===== src/rtl/uart_transmitter.sv =====
// rtl/uart_transmitter.sv - UART serialiser with one-entry holding buffer (parity via UART_TX_PARITY_EN)
module uart_transmitter #(
   parameter int BYTE_WIDTH = 8,
   parameter int OVERSAMPLE = 16,
   parameter int STOP_BITS  = 1
) (
   input  logic                  clk,
   input  logic                  arst_n,
   input  logic                  tick,
   input  logic                  tx_valid,
   output logic                  tx_ready,
   input  logic [BYTE_WIDTH-1:0] data_in,
   output logic                  tx,
   output logic                  tx_busy,
   output logic                  tx_done
);

   localparam int CNT_W = (OVERSAMPLE > 1) ? $clog2(OVERSAMPLE) : 1;
   localparam int IDX_W = (BYTE_WIDTH > 1) ? $clog2(BYTE_WIDTH) : 1;
   localparam logic [CNT_W-1:0] CNT_LAST  = CNT_W'(OVERSAMPLE - 1);
   localparam logic [IDX_W-1:0] IDX_LAST  = IDX_W'(BYTE_WIDTH - 1);
   localparam logic [1:0]       STOP_LAST = 2'(STOP_BITS - 1);

   typedef enum logic [2:0] {
      S_IDLE,
      S_START,
      S_DATA,
`ifdef UART_TX_PARITY_EN
      S_PARITY,
`endif
      S_STOP
   } state_t;

   state_t                state_q, state_d;
   logic [CNT_W-1:0]      cnt_q, cnt_d;
   logic [IDX_W-1:0]      idx_q, idx_d;
   logic [1:0]            stop_q, stop_d;
   logic [BYTE_WIDTH-1:0] shift_q, shift_d;
   logic [BYTE_WIDTH-1:0] hold_q, hold_d;
   logic                  hold_full_q, hold_full_d;
   logic                  tx_q, tx_d;
   logic                  busy_q, busy_d;
   logic                  done_q, done_d;
   logic                  bit_end;
   logic                  load;
`ifdef UART_TX_PARITY_EN
   logic                  parity_q, parity_d;
`endif

   assign tx_ready = !hold_full_q;
   assign tx       = tx_q;
   assign tx_busy  = busy_q;
   assign tx_done  = done_q;

   // Next-state, buffer, counters and the registered pin level decoded from the next state
   always_comb begin
      state_d     = state_q;
      cnt_d       = cnt_q;
      idx_d       = idx_q;
      stop_d      = stop_q;
      shift_d     = shift_q;
      hold_d      = hold_q;
      hold_full_d = hold_full_q;
      done_d      = 1'b0;
      load        = 1'b0;
      tx_d        = 1'b1;
`ifdef UART_TX_PARITY_EN
      parity_d    = parity_q;
`endif

      bit_end = (state_q != S_IDLE) && tick && (cnt_q == CNT_LAST);

      // Ticks only advance the bit timer while a frame is on the line
      if ((state_q != S_IDLE) && tick) begin
         cnt_d = bit_end ? '0 : cnt_q + 1'b1;
      end

      case (state_q)
         S_IDLE: begin
            if (hold_full_q) begin
               load = 1'b1;
            end
         end
         S_START: begin
            if (bit_end) begin
               state_d = S_DATA;
               idx_d   = '0;
            end
         end
         S_DATA: begin
            if (bit_end) begin
               shift_d = shift_q >> 1;
               if (idx_q == IDX_LAST) begin
`ifdef UART_TX_PARITY_EN
                  state_d = S_PARITY;
`else
                  state_d = S_STOP;
`endif
                  stop_d  = '0;
               end else begin
                  idx_d = idx_q + 1'b1;
               end
            end
         end
`ifdef UART_TX_PARITY_EN
         S_PARITY: begin
            if (bit_end) begin
               state_d = S_STOP;
               stop_d  = '0;
            end
         end
`endif
         S_STOP: begin
            if (bit_end) begin
               if (stop_q == STOP_LAST) begin
                  done_d = 1'b1;
                  if (hold_full_q) begin
                     load = 1'b1;
                  end else begin
                     state_d = S_IDLE;
                  end
               end else begin
                  stop_d = stop_q + 1'b1;
               end
            end
         end
         default: state_d = S_IDLE;
      endcase

      // Loading from the holding buffer restarts the bit timer at a fresh start bit
      if (load) begin
         shift_d     = hold_q;
         hold_full_d = 1'b0;
         cnt_d       = '0;
         state_d     = S_START;
`ifdef UART_TX_PARITY_EN
         parity_d    = ^hold_q;
`endif
      end

      // A full buffer refuses writes, so load and accept never coincide
      if (tx_valid && !hold_full_q) begin
         hold_d      = data_in;
         hold_full_d = 1'b1;
      end

      case (state_d)
         S_START:  tx_d = 1'b0;
         S_DATA:   tx_d = shift_d[0];
`ifdef UART_TX_PARITY_EN
         S_PARITY: tx_d = parity_d;
`endif
         default:  tx_d = 1'b1;
      endcase

      busy_d = (state_d != S_IDLE);
   end

   // State register; reset returns the line to idle-high immediately
   always_ff @(posedge clk or negedge arst_n) begin
      if (!arst_n) begin
         state_q     <= S_IDLE;
         cnt_q       <= '0;
         idx_q       <= '0;
         stop_q      <= '0;
         shift_q     <= '0;
         hold_q      <= '0;
         hold_full_q <= 1'b0;
         tx_q        <= 1'b1;
         busy_q      <= 1'b0;
         done_q      <= 1'b0;
`ifdef UART_TX_PARITY_EN
         parity_q    <= 1'b0;
`endif
      end else begin
         state_q     <= state_d;
         cnt_q       <= cnt_d;
         idx_q       <= idx_d;
         stop_q      <= stop_d;
         shift_q     <= shift_d;
         hold_q      <= hold_d;
         hold_full_q <= hold_full_d;
         tx_q        <= tx_d;
         busy_q      <= busy_d;
         done_q      <= done_d;
`ifdef UART_TX_PARITY_EN
         parity_q    <= parity_d;
`endif
      end
   end

endmodule


===== config.mk =====
export PLATFORM = sky130hd
export DESIGN_NAME = uart_transmitter
export DESIGN_NICKNAME = d
export VERILOG_FILES = /design/src/rtl/uart_transmitter.sv
export SDC_FILE = /design/constraint.sdc
export NUM_CORES = 1
export LEC_CHECK = 0
export BUFFER_PORTS_ARGS = -buffer_cell sky130_fd_sc_hd__buf_2
export CAP_MARGIN = 40
export CORE_MARGIN = 1
export CORE_UTILIZATION = 50
export CTS_CLUSTER_DIAMETER = 100
export CTS_CLUSTER_SIZE = 12
export DETAILED_ROUTE_END_ITERATION = 16
export PLACE_DENSITY = 0.66
export SYNTH_ARGS = -nofsm -noshare
export SYNTH_HDL_FRONTEND = slang
export SYNTH_SLANG_ARGS = --single-unit

===== constraint.sdc =====
create_clock -name clk -period 2.7 [get_ports clk]
set_input_delay 0.54 -clock clk [delete_from_list [all_inputs] [get_ports clk]]
set_output_delay 0.54 -clock clk [all_outputs]
set_load 0.01 [all_outputs]

== Yosys cells after proc, flatten, opt, wreduce, memory -nomap -nowiden ==
Cells that the tools add are included.

* Multipliers: 0
* Divide/modulo/power cells: 0
* Bitwise gates (word level): 0
* Order comparisons: 0
* Shift-type cells: 0
* Multiplexer cells: 33
* Equal/unequal tests: 13
* Reductions and logical operators: 17
* Add/sub/neg operators: 3

{| class="wikitable"
|+ Operator list
! cell !! count
|-
| $mux W3 || 10
|-
| $mux W8 || 3
|-
| $mux W4 || 3
|-
| $ne A2 B2 Y1 const B || 6
|-
| $pmux W3 S4 || 1
|-
| $reduce_bool A2 Y1 || 6
|-
| $eq A3 B2 Y1 const B || 3
|-
| $mux W1 || 8
|-
| $mux W2 || 4
|-
| $eq A3 B1 Y1 const B || 2
|-
| $pmux W3 S2 || 1
|-
| $reduce_bool A3 Y1 || 2
|-
| $reduce_and A5 Y1 || 1
|-
| $add A4 B1 Y4 const B || 1
|-
| $eq A4 B4 Y1 const B || 1
|-
| $pmux W1 S2 || 2
|-
| $pmux W2 S2 || 1
|-
| $reduce_and A4 Y1 || 1
|-
| $add A3 B1 Y3 const B || 1
|-
| $eq A3 B3 Y1 const B || 1
|-
| $logic_and A1 B1 Y1 || 3
|-
| $logic_not A3 Y1 || 1
|-
| $add A2 B1 Y2 const B || 1
|-
| $logic_not A2 Y1 || 1
|-
| 2 further kinds || 2
|}

* Bits in registers: 32
* Word-level logic and storage cells: 77
* Output and inout bits: 4
* Input bits: 12
* ROM bits: 0
* Latch bits: 0
* Memories: 0
* Bits in writable memories: 0

== Longest topological paths before layout ==
Gate-level depths: netlist (run 1).

* Depth after elaboration: 8
* Gate-level depth with buffers: 7
* Mapped depth without buffers: 6

== Least setup slack after synthesis (run 1) ==
No wires, ideal clock.

* Path type: reg2reg
* Start point: register cnt_q[0]
* End point: register shift_q[3]
* Stages on the path, launching flop included: 8
* Buffers on the path: 2
* Period minus slack after synthesis: 1766 ps
* Data required time: 2574 ps
* Arrival time: 1640 ps
* Setup time: 126 ps
* Slack: 934 ps
* Cells stage by stage: dfrtp_1 -> ha_1 -> and4_1 -> buf_6 -> a21oi_4 -> nor3_4 -> buf_6 -> a221o_1

* Word-level cells in the longest chain between the ends: 6
* Elaborated cells between the ends (all ways): 8
* Classes of those cells: eq/ne: 1; mux: 3; reduce/logical: 4

{| class="wikitable"
|+ Ends and longest elaborated chain
! what !! line !! source
|-
| from (decl) || 35 || <nowiki>logic [CNT_W-1:0] cnt_q, cnt_d;</nowiki>
|-
| from (signal assigned) || 177 || <nowiki>cnt_q <= cnt_d;</nowiki>
|-
| $eq A4 B4 Y1 * || 71 || <nowiki>bit_end = (state_q != S_IDLE) && tick && (cnt_q == CNT_LAST);</nowiki>
|-
| $logic_and A1 B1 Y1 * || 71 ||
|-
| $mux W1 || 114 || <nowiki>if (bit_end) begin</nowiki>
|-
| $pmux W1 S2 || 78 || <nowiki>case (state_q)</nowiki>
|-
| $reduce_bool A2 Y1 (no source line) || n/a ||
|-
| $reduce_and A2 Y1 (no source line) || n/a ||
|-
| to (signal assigned) || 180 || <nowiki>shift_q <= shift_d;</nowiki>
|-
| to (decl) || 38 || <nowiki>logic [BYTE_WIDTH-1:0] shift_q, shift_d;</nowiki>
|}

Every way passes the cells marked *; elsewhere a longest branch is shown, timed or not.
A chain may end at the register's enable or synchronous reset.

== Worst setup path in the final report (run 1) ==
* Start point: register cnt_q[0]
* End point: register shift_q[0]

* Word-level cells in the longest chain between the ends: 5
* Elaborated cells between the ends (all ways): 7
* Classes of those cells: eq/ne: 1; mux: 5; reduce/logical: 1

{| class="wikitable"
|+ Ends and longest elaborated chain
! what !! line !! source
|-
| $eq A4 B4 Y1 * || 71 ||
|-
| $logic_and A1 B1 Y1 * || 71 ||
|-
| $mux W1 or $mux W8 (tied branches) || 114, 91 ||
|-
| $pmux W1 S2 or $mux W8 (tied branches) || 78 ||
|-
| $mux W8 * || 131 || <nowiki>if (load) begin</nowiki>
|-
| named net shift_d[0] || 38 ||
|}

The timed path passes the listed nets; every way through them passes the cells marked *. The select of a mux whose other input is x is not followed.

==> impl_metrics.py, run 1 <==
metrics = {
    "cts": {
        "clock-sinks": 32,
        "hold_buffers": 0,
        "post-cts-setup-buffers": 0,
        "clk_pin_slew_ns": 0.10,
        "root_buffer": "clkbuf_4",
        "cts_buffer_depth": 2,
        "cts_tree": "built",
        "cts_buffers": 5,
        "h-tree-depth": 2,
        "clkLatencyLatePin_ns": 0.34,
        "cts_resized": 0,
    },
    "placement": {
        "io_buffers": 15,
        "hpwl_um": 2070,
        "gp_congestion": 0.774,
        "dpl_cell_area_um2": 1700,
        "pre_cts_ws_ns": 0.559,
    },
    "finish": {
        "final_cell_mix": "dfrtp_1 (31), buf_2 (15), nor2_1 (11), mux2_2 (11), nand2_1 (11)",
        "area_delta_synth_final_pct": 8.52,
        "drive_gt1_frac": 0.227,
        "nets": 178,
        "diodes": 0,
        "final_common_cell": "dfrtp_1",
        "fin_area_um2": 1750,
    },
    "worst_setup_path": {
        "cp.arrival_ns": 2.36,
        "cp-startpoint": "cnt_q[0]",
        "worstSetupEndpointType": "flip-flop",
        "worstReg2RegEnd": "shift_q[0]",
        "crit_type": "flip-flop to flip-flop",
        "r2r_start": "cnt_q[0]",
        "cp.required_ns": 2.93,
        "worstPathCellList": "ha_1, and4_1, a21oi_4, nor3_4, mux2_2",
        "path_max_fanout": 13,
        "reg2reg_slack_ns": 0.57,
        "slowest_delay_ns": 0.47,
        "startpoint_type": "flip-flop",
        "r2r_cells": 5,
        "endpoint": "shift_q[0]",
        "cp_slowest_cell": "and4_1",
    },
    "global_route": {
        "grt_pass1_vias": 1110,
        "track_usage": 0.206,
        "grt_pass1_wl_um": 5100,
        "overflow": 0,
        "antenna_found_initial": 0,
        "grt_max_degree": 33,
    },
    "route": {
        "ant_nets": 0,
        "routed_via_density": 5.70,
        "drt-total-wl_um": 2970,
        "first_pass_iters": 4,
        "drc_errors": 0,
        "wl_per_cell_um": 14.4,
        "drt_iter0_markers": 46,
        "num_vias": 1180,
    },
    "pwr": {
        "ir_worst_vdd_v": 0.000437,
        "p_leak_nw": 0.784,
        "powerDensity_nw_per_um2": 654,
    },
    "sta": {
        "grt_setup_unrepaired": "no",
        "setup_ws_ns": 0.574,
        "setup-tns-final_ns": 0,
        "hold_violations": 0,
        "worst-slew-pin-transition_ns": 0.721,
        "fin_skew_ns": 0.0101,
        "report.final.slew_viol_count": 0,
        "timing.slew.headroom": 0.515,
        "timing.final.crit_period_ns": 2.13,
        "fmax_mhz": 470,
        "period_share": 0.787,
        "finalSetupViolCount": 0,
    },
    "synth": {
        "syn_nets": 163,
        "synth_seq_cells": 32,
        "ys_seq_area_frac": 0.497,
        "synth_edf_count": 0,
        "async_reset_ff_frac": 1.00,
        "netlist-cell-type-count": 44,
        "synthCells": 147,
        "synth.avg_cell_area_um2": 11.0,
        "syn_area_um2": 1620,
        "ys.flop_type": "dfrtp_1",
        "yosysWarnings": 0,
    },
    "floorplan": {
        "ios": 16,
        "initial_core_util": 0.529,
        "die_w_um": 58.8,
        "die_area_um2": 3460,
        "core_area_um2": 3050,
        "dieHeight_um": 58.8,
        "fp-row-count": 20,
    },
    "run_status": {
        "status": "completed",
    },
    "min_path": {
        "hp-class": "input pin to asynchronous set/reset pin",
    },
    "run": {
        "drv_cap": 0,
    },
}
==> state kept, by name, summed over array words and instances, names as in the netlist <==
signal	flops
cnt_q	4
idx_q	3
tx_done	1
hold_q	8
tx_busy	1
state_q	3
tx	1
hold_full_q	1
shift_q	8
stop_q	2
==> power by group <==
group | total, mW | switching [mW] | internal (mW)
logic | 0.211 | 0.0926 | 0.118
clock network | 0.263 | 0.162 | 0.101
registers | 0.672 | 0.0791 | 0.593
==> critical path: cells and delay by family (launching register included) <==
family | cells | cell delay [ns]
flip-flops | 1 | 0.41
adder cells (fa/ha/maj) | 1 | 0.24
AO/OA/AOI/OAI | 1 | 0.11
multiplexers | 1 | 0.39
AND/OR/NAND/NOR | 2 | 0.87
==> routing by layer <==
metal / share of wire / GRT usage / vias to the layer above
li1: - / - / 566
met1: 0.45 / 0.262 / 579
met2: 0.48 / 0.305 / 26
met3: 0.034 / 0.0505 / 9
met4: 0.029 / 0.146 / 0
met5: 0 / 0 / -
==> metrics by stage <==
| stage | util | cells | hold slack, ns | power [mW] |
|---|---|---|---|---|
| floorplan | - | 147 | 0.244 | 0.831 |
| global placement | 0.558 | 199 | 0.487 | 0.883 |
| detailed placement | 0.558 | 199 | 0.494 | 0.896 |
| CTS | 0.574 | 207 | 0.257 | 1.16 |
| global route | 0.574 | 207 | 0.302 | 1.22 |
| finish | 0.574 | 207 | 0.240 | 1.15 |
==> logic make-up (layout without fill, tap and decap cells) <==
kind of cell | after synthesis | after routing | synth area share
flip-flops | 32 | 32 | 0.497
other | 1 | 1 | 0.00232
AND/OR/NAND/NOR | 51 | 51 | 0.175
adder cells (fa/ha/maj) | 4 | 4 | 0.0310
buffers and inverters | 13 | 29 | 0.0426
AO/OA/AOI/OAI | 31 | 31 | 0.151
XOR/XNOR | 1 | 1 | 0.00542
multiplexers | 14 | 14 | 0.0961
==> area by class of cell <==
| class | count | area [um2] |
|---|---|---|
| multi-input combinational | 102 | 744 |
| sequential | 32 | 802 |
| timing repair buffer | 16 | 82.6 |
| tap | 44 | 55.1 |
| clock inverter | 1 | 5.00 |
| inverter | 5 | 18.8 |
| clock buffer | 7 | 45.0 |
| fill | 270 | 1300 |
==> how the worst min path moves through the flow <==
stage / endpoint / depth (start not counted) / from / slack [ns]
2_1_floorplan: cnt_q[0] / 0 / arst_n / 0.24
3_3_place_gp: shift_q[2] / 1 / shift_q[2] / 0.49
3_5_place_dp: tx / 2 / shift_q[0] / 0.49
4_1_cts: shift_q[2] / 1 / arst_n / 0.26
5_1_grt: hold_q[5] / 1 / arst_n / 0.30
6_report: idx_q[1] / 1 / arst_n / 0.24
==> synth_stat cells (all sizes together) (2+ instances only) <==
cell type,number,area [um2]
a21oi,7,46.3
nand4,3,33.8
ha,4,50.1
and3,3,18.8
nor2b,4,25.0
inv,5,18.8
dfrtp,31,776
nor2,11,41.3
nor3,6,41.3
a211oi,2,15.0
and2,6,37.5
o21ai,2,10.0
a32oi,2,17.5
mux2,12,135
clkbuf,4,18.8
a21o,2,15.0
buf,4,31.3
a221o,6,60.1
nand3,3,15.0
a311oi,2,17.5
mux2i,2,20.0
nand2,11,41.3
Note: power is estimated with default switching activity, not from simulation.
==> run 2: changes to the inputs <==
==> constraint.sdc (replaced) <==
create_clock -name clk -period 2.1 [get_ports clk]
set_input_delay 0.42 -clock clk [delete_from_list [all_inputs] [get_ports clk]]
set_output_delay 0.42 -clock clk [all_outputs]
set_load 0.01 [all_outputs]
==> run 2 against run 1 <==
  * Total power is 41% higher
  * Critical path depth stayed put
  * Final cell count is 1.9% higher
  * Clock power is 80% higher
  * Combinational power is 31% higher
  * Count of clock-buffer cells in the layout is 2 lower
  * Sequential cell count stayed put
  * Clock skew is 0.0071 ns higher
  * Via count is 1.0% higher
  * Critical path type unchanged
  * Largest cell class unchanged
==> impl_metrics.py, run 2 (synthesized netlist as in run 1, its figures left out) <==
metrics = {
    "pwr": {
        "p_leak_nw": 0.816,
        "power_mw": 1.62,
        "powerDensity_nw_per_um2": 892,
        "ir_worst_vdd_v": 0.000523,
    },
    "worst_setup_path": {
        "critPathTopFamily": "compound AO/OA/AOI/OAI gates",
        "path_max_fanout": 9,
        "endpoint": "shift_q[3]",
        "startpoint_type": "flip-flop",
        "cp.arrival_ns": 2.22,
        "reg2reg_slack_ns": 0.10,
        "slowest_delay_ns": 0.49,
        "worstSetupEndpointType": "flip-flop",
        "r2r_cells": 5,
        "cp-startpoint": "cnt_q[0]",
        "worstPathCellList": "ha_1, and4_1, a22oi_1, a21o_1, a221o_1",
        "cp.required_ns": 2.32,
        "crit_type": "flip-flop to flip-flop",
        "worstReg2RegEnd": "shift_q[3]",
        "cp_slowest_cell": "and4_1",
        "r2r_start": "cnt_q[0]",
        "crit_cells": 5,
        "critPathBufInv": 0,
    },
    "floorplan": {
        "die_area_um2": 3460,
        "fp-row-count": 20,
        "dieHeight_um": 58.8,
        "ios": 16,
        "die_w_um": 58.8,
        "core_area_um2": 3050,
        "initial_core_util": 0.529,
    },
    "finish": {
        "final_cells": 211,
        "drive_gt1_frac": 0.257,
        "nets": 182,
        "diodes": 0,
        "area_delta_synth_final_pct": 12.2,
        "final_common_cell": "dfrtp_1",
        "final_cell_mix": "dfrtp_1 (31), buf_2 (15), nor2_1 (11), mux2_2 (11), nand2_1 (11)",
        "largest_registers": "hold_q x8, shift_q x8, cnt_q x4",
        "utilization": 0.594,
    },
    "cts": {
        "clkLatencyLatePin_ns": 0.34,
        "cts_tree": "built",
        "h-tree-depth": 2,
        "cts_resized": 0,
        "post-cts-setup-buffers": 0,
        "cts_buffer_depth": 2,
        "cts_buffers": 5,
        "clock-sinks": 32,
        "clk_pin_slew_ns": 0.12,
        "hold_buffers": 0,
        "root_buffer": "clkbuf_4",
    },
    "sta": {
        "worst-slew-pin-transition_ns": 0.686,
        "report.final.slew_viol_count": 0,
        "fmax_mhz": 501,
        "timing.final.crit_period_ns": 2.00,
        "hold_violations": 0,
        "finalSetupViolCount": 0,
        "grt_setup_unrepaired": "no",
        "timing.slew.headroom": 0.543,
        "fin_skew_ns": 0.0171,
        "setup-tns-final_ns": 0,
        "period_share": 0.951,
    },
    "route": {
        "drc_errors": 0,
        "ant_nets": 0,
        "drt-total-wl_um": 2890,
        "routed_via_density": 5.65,
        "first_pass_iters": 4,
        "drt_iter0_markers": 37,
        "wl_per_cell_um": 13.7,
        "num_vias": 1192,
    },
    "global_route": {
        "grt_max_degree": 33,
        "use_met1": 0.252,
        "antenna_found_initial": 0,
        "overflow": 0,
        "grt_util_met2": 0.297,
        "track_usage": 0.195,
        "grt_busiest_layer": "met2",
        "use_met3": 0.0615,
        "grt_pass1_vias": 1105,
        "grt_pass1_wl_um": 4910,
    },
    "placement": {
        "hpwl_um": 2040,
        "dpl.cell_count": 203,
        "io_buffers": 15,
        "gp_congestion": 0.771,
    },
    "min_path": {
        "hp-class": "input pin to asynchronous set/reset pin",
    },
    "run": {
        "drv_cap": 0,
    },
    "run_status": {
        "status": "completed",
    },
}
[run 2: changes by cell type in the layout (fill, tap and decap cells not counted)]
cell        before  now
clkbuf_1         2    0
clkinvlp_4       0    1
buf_4            1    5
bufinv_16        0    1
[run 2: power breakdown]
| group | internal (mW) | total (mW) | switching [mW] |
|---|---|---|---|
| registers | 0.762 | 0.868 | 0.106 |
| clock network | 0.248 | 0.473 | 0.225 |
| logic | 0.158 | 0.277 | 0.119 |
[run 2: worst register-to-register path, delay by kind of cell, from the launching register on]
| kind | cells | cell delay (ns) |
|---|---|---|
| DFF | 1 | 0.43 |
| AOI/OAI and AO/OA | 3 | 0.71 |
| adders and majority gates | 1 | 0.26 |
| and+or+nand+nor | 1 | 0.49 |
[run 2: how the worst min path moves through the flow]
stage	slack (ns)	endpoint
final	0.10	tx_done
after global routing	0.15	tx_done
after CTS	0.11	tx_done
after detailed placement	0.49	shift_q[6]
after global placement	0.49	shift_q[6]
after floorplan	0.12	cnt_q[0]
[run 2: layer usage]
metal	share of wire	vias up
li1	-	572
met1	0.46	591
met2	0.49	24
met3	0.036	5
met4	0.019	0
met5	0	-
[run 2: metrics by stage]
step,hold WS [ns],worst slack (ns),instance area (um2)
after CTS,0.113,0.133,1810
after detailed placement,0.493,0.173,1730
after global placement,0.488,0.229,1730
after floorplan,0.124,0.334,1620
final,0.101,0.104,1810
after global routing,0.145,0.0105,1810
[run 2: final cells by class]
class	instances	area, um2
fillers	265	1240
flip-flops and latches	32	802
multi-input cells	102	744
repair buffers	20	113
well taps	44	55.1
clock inverters	3	42.5
clock buffers	5	37.5
inverters	5	18.8
